==> src/rtl/stream_mux_rr.sv <==
// rtl/stream_mux_rr.sv - N-channel stream multiplexer with external-select or round-robin grant and a registered output stage
module stream_mux_rr #(
    parameter int WIDTH = 4,
    parameter int CH    = 4,
    parameter int SELW  = 2,
    parameter int MODE  = 0
) (
    input  logic                  clk,
    input  logic                  rst_n,
    input  logic [CH*WIDTH-1:0]   in_data,
    input  logic [CH-1:0]         in_valid,
    output logic [CH-1:0]         in_ready,
    input  logic [SELW-1:0]       sel,
    output logic [WIDTH-1:0]      out_data,
    output logic [SELW-1:0]       out_ch,
    output logic                  out_valid,
    input  logic                  out_ready
);

    logic             ld;
    logic             gnt_ok;
    logic [SELW-1:0]  gnt;
    logic [SELW-1:0]  scan_idx;
    logic [WIDTH-1:0] gnt_data;
    logic             gnt_valid;
    logic             xfer;
    logic [SELW-1:0]  last_grant;

    // The output register can take a beat when it is empty or is being drained this cycle
    assign ld = !out_valid || out_ready;

    // Grant: sel directly, or the first requester after last_grant (modulo CH)
    always_comb begin
        gnt_ok   = 1'b0;
        gnt      = '0;
        scan_idx = '0;
        if (MODE == 0) begin
            // A sel value outside 0..CH-1 matches no channel and grants nothing
            for (int i = 0; i < CH; i++) begin
                if (sel == SELW'(i)) begin
                    gnt_ok = 1'b1;
                    gnt    = sel;
                end
            end
        end else begin
            for (int k = 1; k <= CH; k++) begin
                scan_idx = SELW'((int'(last_grant) + k) % CH);
                if (!gnt_ok && in_valid[scan_idx]) begin
                    gnt_ok = 1'b1;
                    gnt    = scan_idx;
                end
            end
        end
    end

    // Data and valid of the granted channel, using constant indices only so sel >= CH stays safe
    always_comb begin
        gnt_data  = '0;
        gnt_valid = 1'b0;
        for (int i = 0; i < CH; i++) begin
            if (gnt == SELW'(i)) begin
                gnt_data  = in_data[i*WIDTH +: WIDTH];
                gnt_valid = in_valid[i];
            end
        end
    end

    // Only the granted channel sees ready; held low throughout reset
    always_comb begin
        in_ready = '0;
        for (int i = 0; i < CH; i++) begin
            if (rst_n && gnt_ok && ld && (gnt == SELW'(i))) begin
                in_ready[i] = 1'b1;
            end
        end
    end

    assign xfer = rst_n && gnt_ok && ld && gnt_valid;

    // Output register and round-robin pointer; a load and a drain in the same edge keep out_valid high
    always_ff @(posedge clk or negedge rst_n) begin
        if (!rst_n) begin
            out_valid  <= 1'b0;
            out_data   <= '0;
            out_ch     <= '0;
            last_grant <= SELW'(CH - 1);
        end else if (xfer) begin
            out_valid  <= 1'b1;
            out_data   <= gnt_data;
            out_ch     <= gnt;
            if (MODE == 1) begin
                last_grant <= gnt;
            end
        end else if (out_ready) begin
            out_valid  <= 1'b0;
        end
    end

endmodule

==> config.mk <==
export PLATFORM = sky130hd
export DESIGN_NAME = stream_mux_rr
export DESIGN_NICKNAME = d
export VERILOG_FILES = /design/src/rtl/stream_mux_rr.sv
export SDC_FILE = /design/constraint.sdc
export NUM_CORES = 1
export LEC_CHECK = 0
export CAP_MARGIN = 20
export CORE_MARGIN = 2
export CORE_UTILIZATION = 29
export CTS_CLUSTER_DIAMETER = 30
export DETAILED_ROUTE_END_ITERATION = 7
export PLACE_DENSITY = 0.71
export SYNTH_ARGS = -nofsm -noshare
export SYNTH_HDL_FRONTEND = slang
export SYNTH_SLANG_ARGS = --single-unit
==> constraint.sdc <==
create_clock -name clk -period 1.2 [get_ports clk]
set_clock_uncertainty 0.2 [all_clocks]
set_input_delay 0.12 -clock clk [delete_from_list [all_inputs] [get_ports clk]]
set_output_delay 0.12 -clock clk [all_outputs]
set_load 0.01 [all_outputs]
## Yosys cells after proc, flatten, opt, wreduce, memory -nomap -nowiden

Index checks and enable logic that the tools add are counted.

- Memories kept: 0
- ROM bits: 0
- Output and inout bits: 11
- Latch bits: 0
- Input bits: 25
- Memory bits (writable): 0
- Register bits: 7
- Logic and storage cells: 43

- Div/mod/pow operators: 0
- $mul: 0
- Muxes and demuxes: 22
- Bitwise operators: 0
- Add/sub/neg operators: 0
- Reduce and logical (&&, ||, !) cells: 12
- Equal/unequal tests: 6
- Shifts and indexed selects: 0
- $lt $le $gt $ge: 0

Operators by type and width:

| kind | count |
|---|---|
| $mux W4 | 4 |
| $mux W1 | 14 |
| $eq A2 B2 Y1 const B | 4 |
| $mux W2 | 4 |
| $logic_and A1 B1 Y1 | 7 |
| $eq A2 B1 Y1 const B | 2 |
| $logic_not A2 Y1 | 2 |
| $reduce_bool A2 Y1 | 1 |
| $logic_not A1 Y1 | 1 |
| $logic_or A1 B1 Y1 | 1 |

## Logic depth before layout (Yosys ltp)

Gate-level depths: netlist of run 1.

- Word-level depth: 12
- Gate-level depth with buffers: 4
- Mapped depth without buffers: 3

## Worst setup path before layout of run 1

OpenSTA, ideal clock, no wires.

- Path kind: input -> register
- From: input port sel[0]
- To: register out_data[0]
- Path buffers: 0
- Arrival: 1.075 ns
- Setup slack: -0.199 ns
- Library setup time: 0.125 ns
- Stages: 3
- Required time: 0.875 ns
- Path through: mux4_2 -> nand3_4 -> mux2_2

- Word-level cells in the longest chain between the ends: 11
- Elaborated cells between the ends (all ways): 27
- Those cells by class: eq/ne: 6; mux: 16; reduce/logical: 5

Ends and longest elaborated chain:

| item | RTL line | text |
|---|---|---|
| start: declaration | 13 | `input logic [SELW-1:0] sel,` |
| $logic_not A2 Y1 | 40 | `if (sel == SELW'(i)) begin` |
| $mux W2 (4 in a row) | 40 |  |
| $logic_not A2 Y1 | 61 | `if (gnt == SELW'(i)) begin` |
| $mux W1 (4 in a row) | 61 |  |
| $logic_and A1 B1 Y1 | 78 | `assign xfer = rst_n && gnt_ok && ld && gnt_valid;` |
| end signal: assignment | 89 | `out_data <= gnt_data;` |
| end: declaration | 14 | `output logic [WIDTH-1:0] out_data,` |

Several ways; a longest one is shown, not always the timed one.
A chain may end at the register's enable or synchronous reset.

## Worst setup path after layout of run 1

- From: input port rst_n
- To: register out_data[1]

- Word-level cells in the longest chain between the ends: 3

Ends and longest elaborated chain:

| item | RTL line | text |
|---|---|---|
| start: declaration | 9 | `input logic rst_n,` |
| $logic_and A1 B1 Y1 (3 in a row) | 78 |  |

No other way between the ends.

==> results of run 1 <==
[cells in the mapped netlist]
cell	number
inv_1	1
a22o_1	1
mux2_4	1
buf_6	1
nand2_1	2
dfrtp_1	7
nand2b_1	1
a31o_1	1
mux2_1	1
mux4_2	5
mux2_2	5
buf_2	1
nor2_1	2
nand3_1	2
nor3_1	2
nand3_4	1
[metrics by stage]
stage | utilization | hold slack, ns | power (mW) | setup slack [ns] | setup TNS (ns)
2_1_floorplan | - | -0.376 | 0.523 | -0.169 | -0.861
3_3_place_gp | 0.602 | 0.300 | 0.780 | -0.736 | -7.36
3_5_place_dp | 0.602 | 0.297 | 0.794 | -0.783 | -7.73
4_1_cts | 0.601 | 0.0847 | 0.966 | -0.228 | -2.12
5_1_grt | 0.596 | 0.119 | 1.00 | -0.284 | -2.69
6_report | 0.596 | 0.119 | 0.941 | -0.256 | -2.17
[kinds of logic after synthesis]
kind of cell           after synthesis  synth area share
AO/OA/AOI/OAI                        2            0.0375
buffers and inverters                3            0.0429
flip-flops                           7             0.375
multiplexers                        12             0.418
AND/OR/NAND/NOR                     10             0.126
[flip-flops by register name, summed over array words and instances (netlist names)]
signal	count
out_ch	2
out_data	4
out_valid	1
[power groups by stage]
stage | combinational, mW | clock, mW | sequential, mW
final | 0.405 | 0.208 | 0.328
after global routing | 0.436 | 0.233 | 0.335
after CTS | 0.424 | 0.214 | 0.328
after detailed placement | 0.462 | 0 | 0.332
after global placement | 0.449 | 0 | 0.332
after floorplan | 0.166 | 0 | 0.357
[cell type report]
| type | instances | share of cell area |
|---|---|---|
| Timing Repair Buffer | 43 | 0.401 |
| Multi-Input combinational cell | 24 | 0.348 |
| Sequential cell | 7 | 0.195 |
| Clock buffer | 4 | 0.0292 |
| Tap cell | 16 | 0.0223 |
| Inverter | 1 | 0.00418 |
[worst max-delay path, delay by kind of cell]
kind	cells	cell delay [ns]
buffers and inverters	2	0.79
multiplexers	1	0.33
AND/OR/NAND/NOR	1	0.15
[per-layer routing]
| layer | vias up | share of wire |
|---|---|---|
| li1 | 221 | - |
| met1 | 229 | 0.38 |
| met2 | 27 | 0.50 |
| met3 | 2 | 0.11 |
| met4 | 0 | 0.0071 |
| met5 | - | 0 |
[final timing paths]
kind	startpoint	to	slack, ns	depth (start not counted)
max	rst_n	out_data[1]$_DFFE_PN0P_	-0.26	4
max reg2reg	out_valid$_DFFE_PN0P_	out_data[1]$_DFFE_PN0P_	-0.20	4
min	rst_n	out_data[2]$_DFFE_PN0P_	0.12	2
min reg2reg	out_data[0]$_DFFE_PN0P_	out_data[0]$_DFFE_PN0P_	0.31	1
max in group asynchronous	rst_n	out_data[3]$_DFFE_PN0P_	0.54	2
min in group clk	sel[0]	out_ch[0]$_DFFE_PN0P_	0.22	3
[what timing repair did]
item,CTS,global route
hold endpoints to repair,0,0
gates resized for setup,41,7
pin swaps,3,2
setup endpoints to repair,18,14
cloned,0,0
==> summary.txt, run 1 <==
final setup fails: 10
dpl hpwl: 1190 um
Starting Density: 0.310
min-delay worst type: input port to async pin
final routed DRC violation total: 0
Synth Instances: 34
Num CTS Buffers: 3
CTS tree: done
final hold vios: 0
Startpoint Class: input port
syn avg cell area: 13.7 sq um
# diodes: 0
ANT nets after route: 0
Switching Share: 0.279
max-cap violation count: 0
Slew Limit Fails: 0
vias in the first global route: 490
most frequent cells in the layout: clkdlybuf4s50_1, buf_4, dfrtp_1, mux2_4
Area contributors post-synth: dfrtp_1, mux4_2, mux2_2
Logic pwr share: 0.431
slowest library cell on the worst path: clkdlybuf4s50_1
Synth Net Count: 59
first-pass GRT wire length: 2190 um
DR iter-0 viols: 5
relative slew slack: 0.830
NetSw: 263 uW
share of layout cells above drive strength 1: 0.494
routability cong.: 0.726
# fillers: 136
Worst-Skew Late Latency: 0.24 ns
Total GRT Usage: 0.164
most common cell after layout, fill and taps aside: clkdlybuf4s50_1
crit-path max cell delay: 0.56 ns
largest net degree at the start of global routing: 11
f_max: 687 MHz
CTS Buffer Depth: 2
DR WL/cell: 14.8 um
GR peak layer: met2
Root Buffer: clkbuf_4
Placeable Area: 1510 sq um
crit path time final: 1.46 ns
Synth Warn #: 0
met3 Use GR: 0.0694
drt first pass iters: 4
full die area: 1950 sq um
area of the multi-input gates: 313 sq um
Setup crit end kind: register
Finished Cell Area: 898 sq um
Synth cell types: 16
setup ws final: -0.256 ns
routed via count: 479
Die Ht: 44.1 um
DP Cell Count: 91
PD cells: 1050 nW/um^2
DRT Wirelength: 1410 um
violated checks: negative setup slack
biggest area consumer among synthesized cells: dfrtp_1
io pins: 36
Non-Filler Instances: 95
setup bufs post-CTS: 0
Layout area overhead: 92.5%
Critical Path RT: 1.13 ns
Synth top area share: 0.375
Worst EP arrival: 1.38 ns
Leak: 0.420 nW
Max FO, Critical Path: 10
kind of critical path: input port to register
clock share of power: 0.221
via/cell ratio: 5.04
# clock sinks: 7
Tightest Pin Transition: 0.254 ns
Die Width: 44.1 um
critical-path cell list: clkdlybuf4s50_1, buf_4, nand3_4, mux2_4
part of the power in registers: 0.348
DP Area: 907 sq um
initial antenna violation count: 0
status: finished with violations
sequential share of the synthesized area: 0.375
H-tree Lvls: 1
Reg clk slew, reported paths: 0.05 ns
Post-Syn Area: 467 sq um
Internal: 678 uW
met2 Use GR: 0.271
Max VDD drop: 0.549 mV
grt met1 use: 0.176
IO buf count: 35
Tcrit/Tclk final: 1.21
Seq cells post-synth: 7
final layout net count: 105
count of hold-fix buffers inserted at cts: 0
GR Overflow Total: 0
register area: 175 sq um
Core Rows: 14
RSZ-0062 raised after global routing: yes
No activity file was read; power rests on OpenSTA's default activity.
==> run 2, diff against run 1 <==
--- a/config.mk
+++ b/config.mk
@@ -8,6 +8,7 @@
 export CAP_MARGIN = 20
 export CORE_MARGIN = 2
 export CORE_UTILIZATION = 29
+export CTS_BUF_LIST = sky130_fd_sc_hd__clkbuf_16
 export CTS_CLUSTER_DIAMETER = 30
 export DETAILED_ROUTE_END_ITERATION = 7
 export PLACE_DENSITY = 0.71
==> summary.txt, run 2 (synthesized netlist as in run 1, its figures left out) <==
violated checks: negative setup slack
DP Cell Count: 91 (unchanged)
max-cap violation count: 0 (unchanged)
top flop regs: out_data x4, out_ch x2, out_valid x1
PD cells: 1340 nW/um^2 (+28%)
# diodes: 0 (unchanged)
Finished Cell Area: 988 sq um (+10%)
WP depth: 4 (unchanged)
Core Rows: 14 (unchanged)
Worst Setup SP: rst_n
crit-path max cell delay: 0.57 ns (about the same)
Setup crit end kind: register
Core Util, Final: 0.656 (+0.0598)
Non-Filler Instances: 96 (+1.1%)
Worst-Skew Late Latency: 0.23 ns (about the same)
Max VDD drop: 0.709 mV (+29%)
Total GRT Usage: 0.164 (unchanged)
final setup fails: 11 (+1)
# fillers: 123 (-9.6%)
met2 wire len: 710 um (+0.14%)
Leak: 0.456 nW (+8.6%)
IO buf count: 35 (unchanged)
Starting Density: 0.310 (unchanged)
RSZ-0062 raised after global routing: yes
crit path time final: 1.39 ns (-0.0685 ns)
min-delay worst type: input port to register
CTS Buffer Depth: 2 (unchanged)
area of the multi-input gates: 318 sq um (+1.6%)
CTS tree: done
initial antenna violation count: 0 (unchanged)
Worst EP arrival: 1.30 ns (-0.08 ns)
routed via count: 487 (+1.7%)
# clock sinks: 7 (unchanged)
Setup TNS Final: -1.77 ns (+0.399 ns)
DP Area: 907 sq um (unchanged)
total power: 1.32 mW (+41%)
WHS: 0.143 ns (+0.0234 ns)
Worst Path Buf+Inv: 2 (unchanged)
Critical Path RT: 1.11 ns (-0.02 ns)
H-tree Lvls: 1 (unchanged)
Top Layer Used: met4
share of layout cells above drive strength 1: 0.463 (-0.0312)
Placeable Area: 1510 sq um (unchanged)
dpl hpwl: 1190 um (unchanged)
slowest library cell on the worst path: clkdlybuf4s50_1
DR WL met3: 161 um (+2.5%)
Tcrit/Tclk final: 1.16 (-0.0570)
Tightest Pin Transition: 0.204 ns (-0.0506 ns)
final hold vios: 0 (unchanged)
status: finished with violations
GR Overflow Total: 0 (unchanged)
final layout net count: 106 (+0.95%)
reg2reg start: out_valid$_DFFE_PN0P_
Largest register FFs: 4 (unchanged)
ANT nets after route: 0 (unchanged)
via/cell ratio: 5.07 (+0.61%)
DP Worst Slack: -0.783 ns (unchanged)
Slew Limit Fails: 0 (unchanged)
register area: 175 sq um (unchanged)
R2R setup slack: -0.19 ns (about the same)
Startpoint Class: input port
critical-path cell list: clkdlybuf4s50_1, buf_6, nand3_4, mux2_4
Layout area overhead: 112%
io pins: 36 (unchanged)
R2R depth: 4 (unchanged)
DR WL/cell: 15.3 um (+3.0%)
Die Width: 44.1 um (unchanged)
setup ws final: -0.188 ns (+0.0685 ns)
f_max: 721 MHz (+4.9%)
drt first pass iters: 2 (-2)
DRT Wirelength: 1470 um (+4.1%)
Root Buffer: clkbuf_16
vias in the first global route: 521 (+6.3%)
full die area: 1950 sq um (unchanged)
Die Ht: 44.1 um (unchanged)
CP top delay family: buffers and inverters
relative slew slack: 0.864 (+0.0333)
first-pass GRT wire length: 2230 um (+1.9%)
final routed DRC violation total: 0 (unchanged)
Reg clk slew, reported paths: 0.04 ns (about the same)
routability cong.: 0.726 (unchanged)
most frequent cells in the layout: clkdlybuf4s50_1, clkdlybuf4s15_1, dfrtp_1, buf_4, mux2_4
most common cell after layout, fill and taps aside: clkdlybuf4s50_1
largest net degree at the start of global routing: 9 (-2)
count of hold-fix buffers inserted at cts: 0 (unchanged)
Num CTS Buffers: 3 (unchanged)
M1 WL: 567 um (+6.6%)
DR iter-0 viols: 2 (-3)
kind of critical path: input port to register
Max FO, Critical Path: 6 (-4)
Biggest register: out_data
CP Capture Point: out_data[1]$_DFFE_PN0P_
RR Endpoint: out_data[1]$_DFFE_PN0P_
[run 2: cell count changes in the layout (fill, tap and decap cells not counted)]
cell / delta
buf_4: -1
buf_6: +2
clkbuf_1: -1
clkbuf_16: +3
clkbuf_2: -3
clkbuf_4: -3
clkdlybuf4s15_1: +8
clkdlybuf4s15_2: -1
clkdlybuf4s50_1: -1
dlygate4sd2_1: -3
inv_1: +1
nor3_1: -1
nor3_2: +1
[run 2: power breakdown]
part / total, mW / switching [mW] / internal, mW
clock: 0.560 / 0.126 / 0.433
combinational: 0.431 / 0.151 / 0.280
sequential: 0.333 / 0.0380 / 0.295
total: 1.32 / 0.315 / 1.01
[run 2: worst min path at each step]
stage / cells past startpoint / slack, ns / endpoint / from
4_1_cts: 3 / 0.15 / out_ch[0]$_DFFE_PN0P_ / sel[0]
5_1_grt: 3 / 0.18 / out_ch[0]$_DFFE_PN0P_ / sel[0]
6_report: 3 / 0.14 / out_ch[0]$_DFFE_PN0P_ / sel[0]
2_1_floorplan: 0 / -0.38 / out_ch[0]$_DFFE_PN0P_ / rst_n
3_3_place_gp: 1 / 0.30 / out_data[2]$_DFFE_PN0P_ / out_data[2]$_DFFE_PN0P_
3_5_place_dp: 1 / 0.30 / out_data[0]$_DFFE_PN0P_ / out_data[0]$_DFFE_PN0P_
[run 2: cell type report]
type | count | share of cell area
clock inverter | 1 | 0.00380
sequential | 7 | 0.177
clock buffer | 3 | 0.0759
inverter | 1 | 0.00380
tap | 16 | 0.0203
multi-input combinational | 24 | 0.322
timing repair buffer | 44 | 0.397
[run 2: worst register-to-register path, cell delays in order, from the launching register on]
cell	delay [ns]
dfrtp_1	0.40
nand2b_4	0.10
buf_6	0.12
nand3_4	0.12
mux2_4	0.33
[run 2: repair_timing]
| action | in CTS | in global routing |
|---|---|---|
| pin swaps | 4 | 3 |
| setup endpoints to repair | 18 | 11 |
| resized for setup | 47 | 5 |
| buffers inserted | 1 | 0 |
[run 2: metal layers]
metal / track usage / up-vias
met3: 0.0571 / 5
met4: 0.0909 / 0
met5: 0 / -
met2: 0.276 / 30
met1: 0.179 / 229
li1: - / 223
